### config.mk
export PLATFORM = sky130hd
export DESIGN_NAME = serial_word_tx
export DESIGN_NICKNAME = d
export VERILOG_FILES = /design/src/rtl/serial_word_tx.sv
export SDC_FILE = /design/constraint.sdc
export NUM_CORES = 1
export LEC_CHECK = 0
export BUFFER_PORTS_ARGS = -buffer_cell sky130_fd_sc_hd__buf_2
export CORE_UTILIZATION = 52
export CTS_BUF_LIST = sky130_fd_sc_hd__clkbuf_16
export DETAILED_ROUTE_END_ITERATION = 10
export PLACE_DENSITY = 0.8
export SLEW_MARGIN = 40
export SYNTH_ARGS = -nofsm -noshare
export SYNTH_HDL_FRONTEND = slang
export SYNTH_SLANG_ARGS = --single-unit
export TNS_END_PERCENT = 100
### constraint.sdc
create_clock -name t_clk -period 3.75 [get_ports t_clk]
set_input_delay 0 -clock t_clk [delete_from_list [all_inputs] [get_ports t_clk]]
set_output_delay 0 -clock t_clk [all_outputs]
set_load 0.02 [all_outputs]
### src/rtl/serial_word_tx.sv
// serial_word_tx: parallel-to-serial word transmitter.
// Accepts a WIDTH-bit word on a valid/ready handshake and sends it LSB first,
// one bit per clock, with a word-start marker (ser_r) on bit 0.
// While nothing is in flight the outputs sit at i=0, r=1. That idle pattern holds
// the downstream serial complementer in its word-reset condition.
//
// Handshake: a word is transferred on a rising edge where in_valid and in_ready
// are both high. in_ready depends only on state and bit count (never on in_valid).
// The producer must hold in_data stable while in_valid is high and unaccepted.
// in_data is not sampled on edges where in_ready is low.
module serial_word_tx #(
    parameter int WIDTH    = 8,
    parameter int IDLE_GAP = 0
) (
    input  logic             t_clk,
    input  logic             r_n,
    input  logic [WIDTH-1:0] in_data,
    input  logic             in_valid,
    output logic             in_ready,
    output logic             ser_i,
    output logic             ser_r,
    output logic             ser_v,
    output logic             word_done,
    output logic             busy,
    output logic [1:0]       o_dbg_state
);

    localparam int CW = $clog2(WIDTH);
    localparam int GW = (IDLE_GAP > 0) ? $clog2(IDLE_GAP + 1) : 1;
    localparam logic [CW-1:0] LAST_BIT = CW'(WIDTH - 1);
    localparam logic [GW-1:0] GAP_LOAD = GW'(IDLE_GAP);

    typedef enum logic [1:0] {
        S_IDLE  = 2'd0,
        S_SHIFT = 2'd1,
        S_GAP   = 2'd2
    } state_t;

    state_t           r_state;
    logic [WIDTH-1:0] r_shift;
    logic [CW-1:0]    r_cnt;
    logic [GW-1:0]    r_gap;
    logic             r_ser_i;
    logic             r_ser_r;
    logic             r_ser_v;
    logic             r_done;

    state_t           w_state;
    logic [WIDTH-1:0] w_shift;
    logic [CW-1:0]    w_cnt;
    logic [GW-1:0]    w_gap;
    logic             w_ser_i;
    logic             w_ser_r;
    logic             w_ser_v;
    logic             w_done;
    logic             w_ready;
    logic             w_accept;

    // Next-state and next-output logic; r_cnt is the index of the bit currently on ser_i.
    always_comb begin
        w_state  = r_state;
        w_shift  = r_shift;
        w_cnt    = r_cnt;
        w_gap    = r_gap;
        w_ser_i  = 1'b0;
        w_ser_r  = 1'b1;
        w_ser_v  = 1'b0;
        w_done   = 1'b0;
        w_ready  = 1'b0;

        case (r_state)
            S_IDLE:  w_ready = 1'b1;
            S_SHIFT: if (r_cnt == LAST_BIT) w_ready = (IDLE_GAP == 0);
            default: w_ready = 1'b0;
        endcase

        w_accept = in_valid & w_ready;

        case (r_state)
            S_SHIFT: begin
                if (r_cnt != LAST_BIT) begin
                    w_ser_i = r_shift[0];
                    w_ser_r = 1'b0;
                    w_ser_v = 1'b1;
                    w_shift = r_shift >> 1;
                    w_cnt   = r_cnt + CW'(1);
                    w_done  = ((r_cnt + CW'(1)) == LAST_BIT);
                end else if (IDLE_GAP > 0) begin
                    w_state = S_GAP;
                    w_gap   = GAP_LOAD;
                end else begin
                    w_state = S_IDLE;
                end
            end
            S_GAP: begin
                // The gap counter counts down to 1 so exactly IDLE_GAP cycles are spent here.
                if (r_gap == GW'(1)) begin
                    w_state = S_IDLE;
                end else begin
                    w_gap = r_gap - GW'(1);
                end
            end
            default: ;
        endcase

        // An accepted word puts bit 0 on the wire at the very next edge.
        if (w_accept) begin
            w_state = S_SHIFT;
            w_cnt   = '0;
            w_shift = in_data >> 1;
            w_ser_i = in_data[0];
            w_ser_r = 1'b1;
            w_ser_v = 1'b1;
            w_done  = 1'b0;
        end
    end

    // State and registered serial outputs; reset aborts any word in flight.
    always_ff @(posedge t_clk) begin
        if (!r_n) begin
            r_state <= S_IDLE;
            r_shift <= '0;
            r_cnt   <= '0;
            r_gap   <= '0;
            r_ser_i <= 1'b0;
            r_ser_r <= 1'b1;
            r_ser_v <= 1'b0;
            r_done  <= 1'b0;
        end else begin
            r_state <= w_state;
            r_shift <= w_shift;
            r_cnt   <= w_cnt;
            r_gap   <= w_gap;
            r_ser_i <= w_ser_i;
            r_ser_r <= w_ser_r;
            r_ser_v <= w_ser_v;
            r_done  <= w_done;
        end
    end

    assign in_ready    = w_ready & r_n;
    assign ser_i       = r_ser_i;
    assign ser_r       = r_ser_r;
    assign ser_v       = r_ser_v;
    assign word_done   = r_done;
    assign busy        = r_ser_v;
    assign o_dbg_state = r_state;

endmodule

==> results.txt, run 1 <==
Among the stages of the critical path, the cell type that occurs most often is sky130_fd_sc_hd__ha_1. The worst-case clock buffer depth is 2. The library cell used as clock root buffer is sky130_fd_sc_hd__clkbuf_16. The pre-antenna-repair detailed-routing pass consisted of 2 iterations.

The worst setup path is captured at a primary output. The leftover overflow at the end of global routing came out at 0. The area growth from synthesis to layout is 17.6%. Along the worst path, the maximum fanout reaches 17. The critical path is of the reg2out type. The combinational power share is 10.7%. The worst IR drop on VDD came out at 0.000345 V. In this run the remaining antenna-violating nets after routing total 0. The worst slack at placement came out at 2.06 ns. In this run the cell area of the synthesized design comes to 681 µm². The largest clock skew in the final design came out at 0.000693 ns. The final design instance area without fill came out at 801 µm². The final number of max-transition violations is 0. The endpoint identified for the worst register-to-register timing path is r_shift[6]. The largest individual stage delay along the critical path comes from the cell sky130_fd_sc_hd__nand2b_1. The die footprint is 1460 µm². The cell count of the worst reg-to-reg path came out at 5. At the pin with the least slew margin, the transition time is 0.651 ns. The worst path in the final design needs a cycle of 1.86 ns, including I/O delays and setup. The total of fill cells in the finished design came out at 99. The share of final-layout standard cells stronger than drive strength 1 is 32.1%. The type of the most critical hold path is in2reg. The hold path endpoint is r_shift[6]. The maximum frequency from static timing analysis is 0.536 GHz. The total cell area at the placement stage is 722 µm². The initial antenna violation count is 0.

The reg-to-reg setup timing slack came out at 2.05 ns. The number of warning messages in the yosys log is 0. The delay of the slowest critical-path stage came out at 0.43 ns.

The reg-to-reg critical path startpoint is r_cnt[0]. The net count of the finished layout came out at 96. The switching power is 92.0 µW.

Setup repair after global routing left no endpoint under its margin. TritonCTS created 3 clock buffers. The wire-length estimate of the detail-placed layout is 709 µm. The antenna diode instance count came out at 0. The cell depth of the worst min-delay path is 3. The average detailed-routed wire length per instance came out at 11.7 µm.

The data required time of the worst path is 3.75 ns. The site row count came out at 12. The clock latency on the worst-skew pair is 0.24 ns. Headroom to the max-slew limit came out at 56.6%. The number of library cell types mapped by synthesis came out at 22. The detailed-route via count is 485. For this run, the total global-route usage over all layers was measured as 19.6%. The H-tree depth came out at 1.

The clock sink total came out at 15. The origin of the worst min-delay path is in_data[7]. The final number of hold-violating endpoints is 0. Dividing the detail-routed via count by the number of cells gives 5.11. The CTS tree is built. In the final layout, the multi-input gates occupy 315 µm².

The via count of the first global-routing pass was 425. The instance count of the mapped netlist came out at 67. The power share of the clock group is 47.8%. The total power divided by cell area is 527 nW/µm². The wire length after detailed routing came out at 1.11 mm. The number of placed instances, taps included, is 91.

Traced cell by cell, the critical path runs through ha_1 > ha_1 > nand2b_1 > and2_4 > buf_2. The final setup slack of the worst path is 1.89 ns. The sequential cell fraction of total power came out at 41.6%. The placer congestion estimate is 0.684. The post-layout instance count excluding filler cells came out at 95. The sort of element at the start of the critical path is a register. The post-route worst hold slack came out at 0.0228 ns.

After clock tree synthesis, the flow added hold-fix buffers numbering 0. The floorplan step set the die width to 38.2 µm. The synthesized netlist net count is 81. Post-CTS repair changed the size of 0 cells. Of the total power, the share spent switching nets is 21.8%. 19 I/O pins were placed. The synthesized design contains 15 register bits.

The total negative slack for setup checks is 0 ns. The maximum number of pins on one net before global-route repair is 18. The count of endpoints failing setup in the final report came out at 0. The post-CTS repair timing setup buffer count is 0.

The flow ran to the end, and the final reports show no timing, DRC or antenna violations. The data arrival time at the worst-slack endpoint is 1.86 ns. The clock transition at the registers of the reported paths came out at 0.05 ns. During placement, the flow inserted port buffers numbering 17.

The area taken by flip-flops and latches is 300 µm². The initial cell density of the core came out at 58.9%. The initial detailed-routing violation count came out at 2. The first-pass GRT wire length came out at 1.86 mm. The synthesized area per cell came out at 10.2 µm². The internal cell power came out at 330 µW. The floorplan die height is 38.2 µm. Across the run, the number of max-cap violations was 0. The count of unresolved DRC violations after routing is 0.

The portion of the clock cycle consumed by the worst path in the final layout came out at 49.7%. The reported leakage power is 0.371 nW. The share of synthesized area occupied by flip-flops and latches came out at 44.1%. After floorplanning, the core was sized to cover 1160 µm².
-- routing by layer --
layer  vias up  global-route usage, %  share of wire, %
li1        256                      -                 -
met1       212                   21.5                48
met2        15                   31.4                47
met3         2                   5.23               4.6
met4         0                   16.1              0.99
met5         -                      0                 0
-- flip-flops by register name, indices dropped and copies added, names as in the netlist --
register,cells
r_shift,7
r_cnt,3
busy,1
o_dbg_state,1
ser_i,1
ser_r,1
word_done,1
-- cells in the mapped netlist --
cell type | number | area (µm²)
sky130_fd_sc_hd__nor3_1 | 1 | 5.00
sky130_fd_sc_hd__buf_2 | 1 | 5.00
sky130_fd_sc_hd__nor3b_2 | 1 | 12.5
sky130_fd_sc_hd__and2_4 | 1 | 8.76
sky130_fd_sc_hd__a21oi_1 | 6 | 30.0
sky130_fd_sc_hd__a21boi_0 | 2 | 15.0
sky130_fd_sc_hd__nand2_1 | 4 | 15.0
sky130_fd_sc_hd__dfxtp_1 | 15 | 300
sky130_fd_sc_hd__nand3_1 | 1 | 5.00
sky130_fd_sc_hd__buf_6 | 3 | 33.8
sky130_fd_sc_hd__nor2b_1 | 2 | 12.5
sky130_fd_sc_hd__o21ai_2 | 4 | 35.0
sky130_fd_sc_hd__buf_4 | 3 | 22.5
sky130_fd_sc_hd__inv_1 | 1 | 3.75
sky130_fd_sc_hd__nand3b_1 | 1 | 7.51
sky130_fd_sc_hd__o21ai_0 | 2 | 10.0
sky130_fd_sc_hd__mux2i_1 | 7 | 70.1
sky130_fd_sc_hd__ha_1 | 3 | 37.5
sky130_fd_sc_hd__o21a_1 | 4 | 30.0
sky130_fd_sc_hd__nand2b_1 | 1 | 6.26
sky130_fd_sc_hd__conb_1 | 1 | 3.75
sky130_fd_sc_hd__nor2_1 | 3 | 11.3
-- cell usage in the layout (no fill, tap or decap), drive strengths merged, types with 2 or more instances in the layout --
cell / instances
mux2i: 7
nor2: 3
buf: 17
a21oi: 6
o21ai: 6
ha: 3
o21a: 4
nor2b: 2
a21boi: 2
nand2: 4
dfxtp: 15
clkbuf: 3
inv: 2
-- per-stage QoR --
stage	total power, mW	utilization [%]
3_5_place_dp	0.223	62.4
4_1_cts	0.426	69.3
2_1_floorplan	0.216	-
5_1_grt	0.440	69.3
3_3_place_gp	0.222	62.4
6_report	0.422	69.3
-- power by group through the flow --
stage          Combinational, mW  Clock, mW  Sequential, mW
6_report                  0.0449      0.202           0.175
5_1_grt                   0.0500      0.213           0.176
4_1_cts                   0.0454      0.205           0.175
3_5_place_dp              0.0450          0           0.178
3_3_place_gp              0.0442          0           0.178
2_1_floorplan             0.0352          0           0.181
-- kinds of logic after synthesis --
logic type               share of synthesized area, %
adder cells (fa/ha/maj)                          5.52
other                                           0.551
AND/OR/NAND/NOR                                  12.3
buffers and inverters                            9.56
multiplexers                                     10.3
AO/OA/AOI/OAI                                    17.6
flip-flops                                       44.1
-- worst max-delay path by stage --
stage	slack (ns)	startpoint	depth (start not counted)	endpoint
2_1_floorplan	2.40	r_cnt[0]	6	r_shift[6]
3_3_place_gp	2.12	r_cnt[0]	5	r_shift[6]
3_5_place_dp	2.06	r_cnt[0]	5	r_shift[6]
4_1_cts	1.88	r_cnt[0]	5	in_ready
5_1_grt	1.76	r_cnt[0]	5	in_ready
6_report	1.89	r_cnt[0]	5	in_ready
-- worst max-delay path, delay by kind of cell (launching register included) --
family / cells / cell delay [ns]
adder cells (fa/ha/maj): 2 / 0.38
buffers and inverters: 1 / 0.15
flip-flops: 1 / 0.33
AND/OR/NAND/NOR: 2 / 0.75
-- area by class of cell --
cell class,instances,area share (%)
clock buffers,3,9.38
repair buffers,17,10.6
well taps,14,2.19
clock inverters,1,0.469
multi-input cells,44,39.4
inverters,1,0.469
flip-flops and latches,15,37.5
Note: power is estimated with default switching activity, not from simulation.
==> run 2: changes to the inputs <==
--- a/config.mk
+++ b/config.mk
@@ -6,10 +6,10 @@
 export NUM_CORES = 1
 export LEC_CHECK = 0
 export BUFFER_PORTS_ARGS = -buffer_cell sky130_fd_sc_hd__buf_2
-export CORE_UTILIZATION = 52
+export CORE_UTILIZATION = 48
 export CTS_BUF_LIST = sky130_fd_sc_hd__clkbuf_16
 export DETAILED_ROUTE_END_ITERATION = 10
-export PLACE_DENSITY = 0.8
+export PLACE_DENSITY = 0.74
 export SLEW_MARGIN = 40
 export SYNTH_ARGS = -nofsm -noshare
 export SYNTH_HDL_FRONTEND = slang
==> constraint.sdc (replaced) <==
create_clock -name t_clk -period 1.77 [get_ports t_clk]
set_input_delay 0 -clock t_clk [delete_from_list [all_inputs] [get_ports t_clk]]
set_output_delay 0 -clock t_clk [all_outputs]
set_load 0.02 [all_outputs]
==> results.txt, run 2 (same netlist as run 1, synthesis figures left out) <==
The die width is 39.7 µm. The internal cell power came out at 705 µW. IR analysis of the VDD net gives a maximum drop of 0.000668 V. The average detailed-routed wire length per instance is 11.2 µm. The clock passes through at most 2 buffers. The clock transition at the registers of the reported paths is 0.05 ns.

The count of unresolved DRC violations after routing came out at 0. In the detailed route, the total length drawn on met3 is 52 µm. In this run the static leakage power is 0.385 nW.

For this run, the top clock speed supported by timing is 0.640 GHz. By instance count, the cell type seen most on the critical path is sky130_fd_sc_hd__ha_1. STA classifies the critical path startpoint as a register. The site row count came out at 13. Walking the worst path, the cells encountered are ha_1 > ha_1 > nand2b_1 > buf_4 > and2_4 > buf_2. The number of top-level pins came out at 19. The detailed-route via count is 487.

The post-route worst hold slack is 0.0337 ns. The clock latency on the worst-skew pair came out at 0.24 ns. The critical path contains buffers and inverters numbering 2 combined. The total power is 902 µW. The number of buffers inserted during clock tree synthesis came out at 3. The run finished with clean final reports. The tool flagged a number of max-cap violations equal to 0. For the worst setup path, the data required time is 1.77 ns. The leading cell type in the layout, fill and taps excluded is sky130_fd_sc_hd__buf_2. The power share of the clock group is 47.5%.

For this design, the slowest cell found on the critical path is sky130_fd_sc_hd__dfxtp_1. In this run, the combinational gates consume 11.3% of the power. The met2 wirelength from detailed routing came out at 502 µm. The final number of max-transition violations is 0. The path class of the tightest hold or removal check is in2reg. The critical path is of the reg2out type. The CTS tree is built. The floorplan step defined a core boundary enclosing 1320 µm².

Routability-driven placement finished with a final weighted congestion of 0.780. Signal routing reaches up to met4. After detailed routing, the wire length on met1 is 532 µm. The final number of hold-violating endpoints is 0. The count of endpoints failing setup in the final report is 0.

Per report_power, the sequential group accounts for 41.2% of the total. The initial antenna violation count is 0. The maximum fanout along the worst path came out at 6. The initial detailed-routing violation count is 0.

Summing all non-filler instances in the final layout gives an area of 825 µm². Net switching is 21.9% of the power. The clock sink total is 15. The leftover overflow at the end of global routing came out at 0. The via count of the first global-routing pass is 418. The detail-routed via count per cell is 4.92.

The total global routing track utilization came out at 17.4%. The area growth from synthesis to layout came out at 21.1%. The flip-flop count of the largest register, all copies and words added came out at 7. After clock tree synthesis, the repair step resized 0 gates. The first global-routing pass estimated 1.75 mm of wire.

The worst setup path is captured at a primary output. The net count of the finished layout is 99. Counting I/O delays and the setup requirement, the final critical path takes 1.56 ns. The length of the first detailed-routing pass in iterations is 1. The delay of the slowest critical-path stage came out at 0.32 ns. The largest clock skew in the final design came out at 0.00347 ns. The quantity of hold-fixing buffers added after cts is 0.

The critical path's top delay family is adder cells. In this run the power spent charging and discharging nets is 197 µW. The largest registers in the layout are r_shift (7), r_cnt (3). The total cell area at the placement stage came out at 746 µm². Setup repair after global routing left no endpoint under its margin. The initial cell density of the core came out at 51.7%. In the finished design, the share of the clock period the worst path needs comes to 88.3%. The library cell used as clock root buffer is sky130_fd_sc_hd__clkbuf_16. The post-CTS repair timing setup buffer count is 0. The H-tree depth came out at 1. During placement, the flow inserted port buffers numbering 17. The total power divided by cell area is 1090 nW/µm². The total half-perimeter wirelength after legalization and detailed placement is 792 µm. Counting flops per register, the top entry is r_shift. In the layout the commonest cells are sky130_fd_sc_hd__buf_2, sky130_fd_sc_hd__dfxtp_1, sky130_fd_sc_hd__mux2i_1.

The count of nets left with antenna violations after detail routing came out at 0. After routing, the total negative slack on setup checks comes to 0 ns. The data arrival time at the worst-slack endpoint is 1.56 ns. The maximum number of pins on one net before global-route repair came out at 15. For this run, the share of the core covered by cells in the final layout is 62.6%. The share of final-layout standard cells stronger than drive strength 1 came out at 34.5%. The die covers 1570 µm². From bottom edge to top edge, the die measures 39.7 µm. The wire length after detailed routing is 1.11 mm. The antenna diode instance count came out at 0.
## run 2: cell count changes in the layout (fill, tap and decap cells not counted)
cell                    delta
sky130_fd_sc_hd__buf_4     +3
## run 2: path summary, 6_finish.rpt
kind | start | end | slack, ns | cells past startpoint
hold reg to reg | r_shift[0] | ser_i | 0.47 | 2
hold / removal | in_data[0] | ser_i | 0.03 | 3
setup reg to reg | r_cnt[0] | r_cnt[0] | 0.32 | 6
setup / recovery | r_cnt[0] | in_ready | 0.21 | 6
## run 2: cell type report
class | instances | area (µm²)
Clock buffer | 3 | 75.1
Clock inverter | 1 | 3.75
Fill cell | 121 | 493
Inverter | 1 | 3.75
Multi-Input combinational cell | 44 | 315
Sequential cell | 15 | 300
Tap cell | 15 | 18.8
Timing Repair Buffer | 20 | 108
## run 2: tightest hold or removal path, delay by kind of cell
| family | cells | cell delay (ns) |
|---|---|---|
| AO/OA/AOI/OAI | 1 | 0.07 |
| buffers and inverters | 1 | 0.10 |
| AND/OR/NAND/NOR | 1 | 0.06 |
## run 2: through the flow
step,cells,setup WS (ns)
2_1_floorplan,67,0.417
3_3_place_gp,95,0.385
3_5_place_dp,95,0.324
4_1_cts,99,0.208
5_1_grt,99,0.153
6_report,99,0.207
## run 2: power groups by stage
stage / clock network, mW / registers [mW] / logic, mW
floorplan: 0 / 0.383 / 0.0746
global placement: 0 / 0.377 / 0.100
detailed placement: 0 / 0.378 / 0.102
CTS: 0.433 / 0.372 / 0.103
global route: 0.444 / 0.373 / 0.113
finish: 0.429 / 0.371 / 0.102
## run 2: routing by layer
layer,track usage (%),up-vias
li1,-,258
met1,19.5,208
met2,28.7,17
met3,5.11,4
met4,10.3,0
met5,0,-
==> run 3: changes to the inputs <==
--- a/config.mk
+++ b/config.mk
@@ -9,6 +9,7 @@
 export CORE_UTILIZATION = 48
 export CTS_BUF_LIST = sky130_fd_sc_hd__clkbuf_16
 export DETAILED_ROUTE_END_ITERATION = 10
+export MAX_ROUTING_LAYER = met4
 export PLACE_DENSITY = 0.74
 export SLEW_MARGIN = 40
 export SYNTH_ARGS = -nofsm -noshare
==> results.txt, run 3 (same netlist as run 1, synthesis figures left out) <==
The run finished with clean final reports. STA classifies the critical path startpoint as a register. Clock tree synthesis found a total of 15 sinks. The core region is 1320 µm². The register with the most flip-flops in the layout has 7 of them. After detailed placement, the design holds a cell count of 95. Along the worst path, the maximum fanout reaches 6. The die width came out at 39.7 µm. The total power is 901 µW. The first-pass GRT wire length came out at 1.75 mm. The portion of the clock cycle consumed by the worst path in the final layout is 88.3%.

After clock tree synthesis, the setup repair step added 0 buffers. The total of fill cells in the finished design came out at 121. The initial antenna violation count is 0. The count of cells resized by post-cts repair came out at 0. The placer congestion estimate is 0.791.

19 I/O pins were placed. The floorplan has 13 rows. The post-layout instance count excluding filler cells came out at 99. The register ranked first by flip-flop count is r_shift. The maximum frequency from static timing analysis is 0.640 GHz.

The number of buffers inserted during clock tree synthesis is 3. The share of final-layout standard cells stronger than drive strength 1 came out at 34.5%. The worst setup path is of the reg2out kind.

The data arrival time at the worst-slack endpoint came out at 1.56 ns. The final number of max-transition violations came out at 0. The count of unresolved DRC violations after routing came out at 0. The largest clock skew in the final design came out at 0.00307 ns.

The library cell used as clock root buffer is sky130_fd_sc_hd__clkbuf_16. The net count of the finished layout came out at 99. The detail-routed via count per cell is 4.91. The library cell used most frequently in the layout, excluding fill and tap cells, is sky130_fd_sc_hd__buf_2.

The area growth from synthesis to layout is 21.1%. The number of max-cap violations came out at 0. The leftover overflow at the end of global routing came out at 0. The worst IR drop on VDD is 0.000668 V.

The initial detailed-routing violation count is 1. The total cell area at the placement stage is 746 µm². The final number of hold-violating endpoints came out at 0. Counting along the longest clock path gives a buffer depth of 2. For this block, the routed nets add up to 1.11 mm of wire. For the worst setup path, the data required time is 1.77 ns.

Entering global routing, the biggest net connects 15 pins. The library cells used most frequently in the layout, excluding fill and tap cells, are sky130_fd_sc_hd__buf_2, sky130_fd_sc_hd__dfxtp_1, sky130_fd_sc_hd__mux2i_1. The worst setup path is captured at a primary output.

The total power divided by cell area came out at 1090 nW/µm². The detailed-route via count came out at 486. The final design instance area without fill is 825 µm².

Dividing the detail-routed wire length by the instance count gives 11.2 µm. Prior to clock tree synthesis, the placed netlist has a worst setup slack of 0.324 ns. The first detailed-routing pass ran for 4 iterations. CTS built an H-tree with a depth of 1. The count of nets left with antenna violations after detail routing is 0. The count of endpoints failing setup in the final report came out at 0. The final setup slack of the worst path came out at 0.208 ns. In this run the worst hold path is classified as in2reg. The post-route worst hold slack is 0.0345 ns.

The clock latency on the worst-skew pair is 0.24 ns. The die covers 1570 µm². Global routing used 17.9% of the available tracks across all layers.

The clock transition at the registers of the reported paths came out at 0.05 ns. The floorplan die height came out at 39.7 µm. The total negative slack for setup checks came out at 0 ns. The analysis attributes to cell leakage a power of 0.385 nW. In the final layout, the registers with the most flip-flops are r_shift (7), r_cnt (3). The quantity of hold-fixing buffers added after cts is 0. The utilization after layout is 62.6%. The antenna diode instance count came out at 0. Setup repair after global routing left no endpoint under its margin. After layout, the minimum clock period comes to 1.56 ns. The via count of the first global-routing pass is 418.

The initial cell density of the core is 51.7%. TritonCTS built the clock tree. The total half-perimeter wirelength after legalization and detailed placement is 792 µm.

In this run the tool buffered the top-level ports with 17 buffer cells.
## run 3: path summary, 6_finish.rpt
| kind | start | end | slack [ns] | cells past startpoint |
|---|---|---|---|---|
| hold / removal | in_data[0] | ser_i | 0.03 | 3 |
| setup reg to reg | r_cnt[0] | r_cnt[0] | 0.32 | 6 |
| hold reg to reg | r_shift[0] | ser_i | 0.47 | 2 |
| setup / recovery | r_cnt[0] | in_ready | 0.21 | 6 |
## run 3: worst max-delay path, stage by stage (launching register included)
cell and delay, ns:
sky130_fd_sc_hd__dfxtp_1 0.32, sky130_fd_sc_hd__ha_1 0.20, sky130_fd_sc_hd__ha_1 0.18, sky130_fd_sc_hd__nand2b_1 0.15, sky130_fd_sc_hd__buf_4 0.16, sky130_fd_sc_hd__and2_4 0.15
sky130_fd_sc_hd__buf_2 0.15
## run 3: per-layer routing
layer  vias to the layer above  routed length, µm  global-route usage (%)  part of all wire, %
met1                       205                528                    19.5                   48
li1                        260                  -                       -                    -
met4                         0                 29                    10.3                  2.6
met3                         4                 48                    5.11                  4.3
met5                         -                  0                       -                    0
met2                        17                504                    28.7                   45
## run 3: cell type report
cell class	instances	area, µm²	area share, %
flip-flops and latches	15	300	36.4
inverters	1	3.75	0.455
multi-input cells	44	315	38.2
clock buffers	3	75.1	9.10
repair buffers	20	108	13.1
clock inverters	1	3.75	0.455
well taps	15	18.8	2.28
## run 3: where the power goes
part           switching (mW)  internal (mW)  total [mW]
Combinational          0.0558         0.0462       0.102
Clock                   0.129          0.298       0.428
Sequential             0.0114          0.360       0.371
Total                   0.197          0.705       0.901
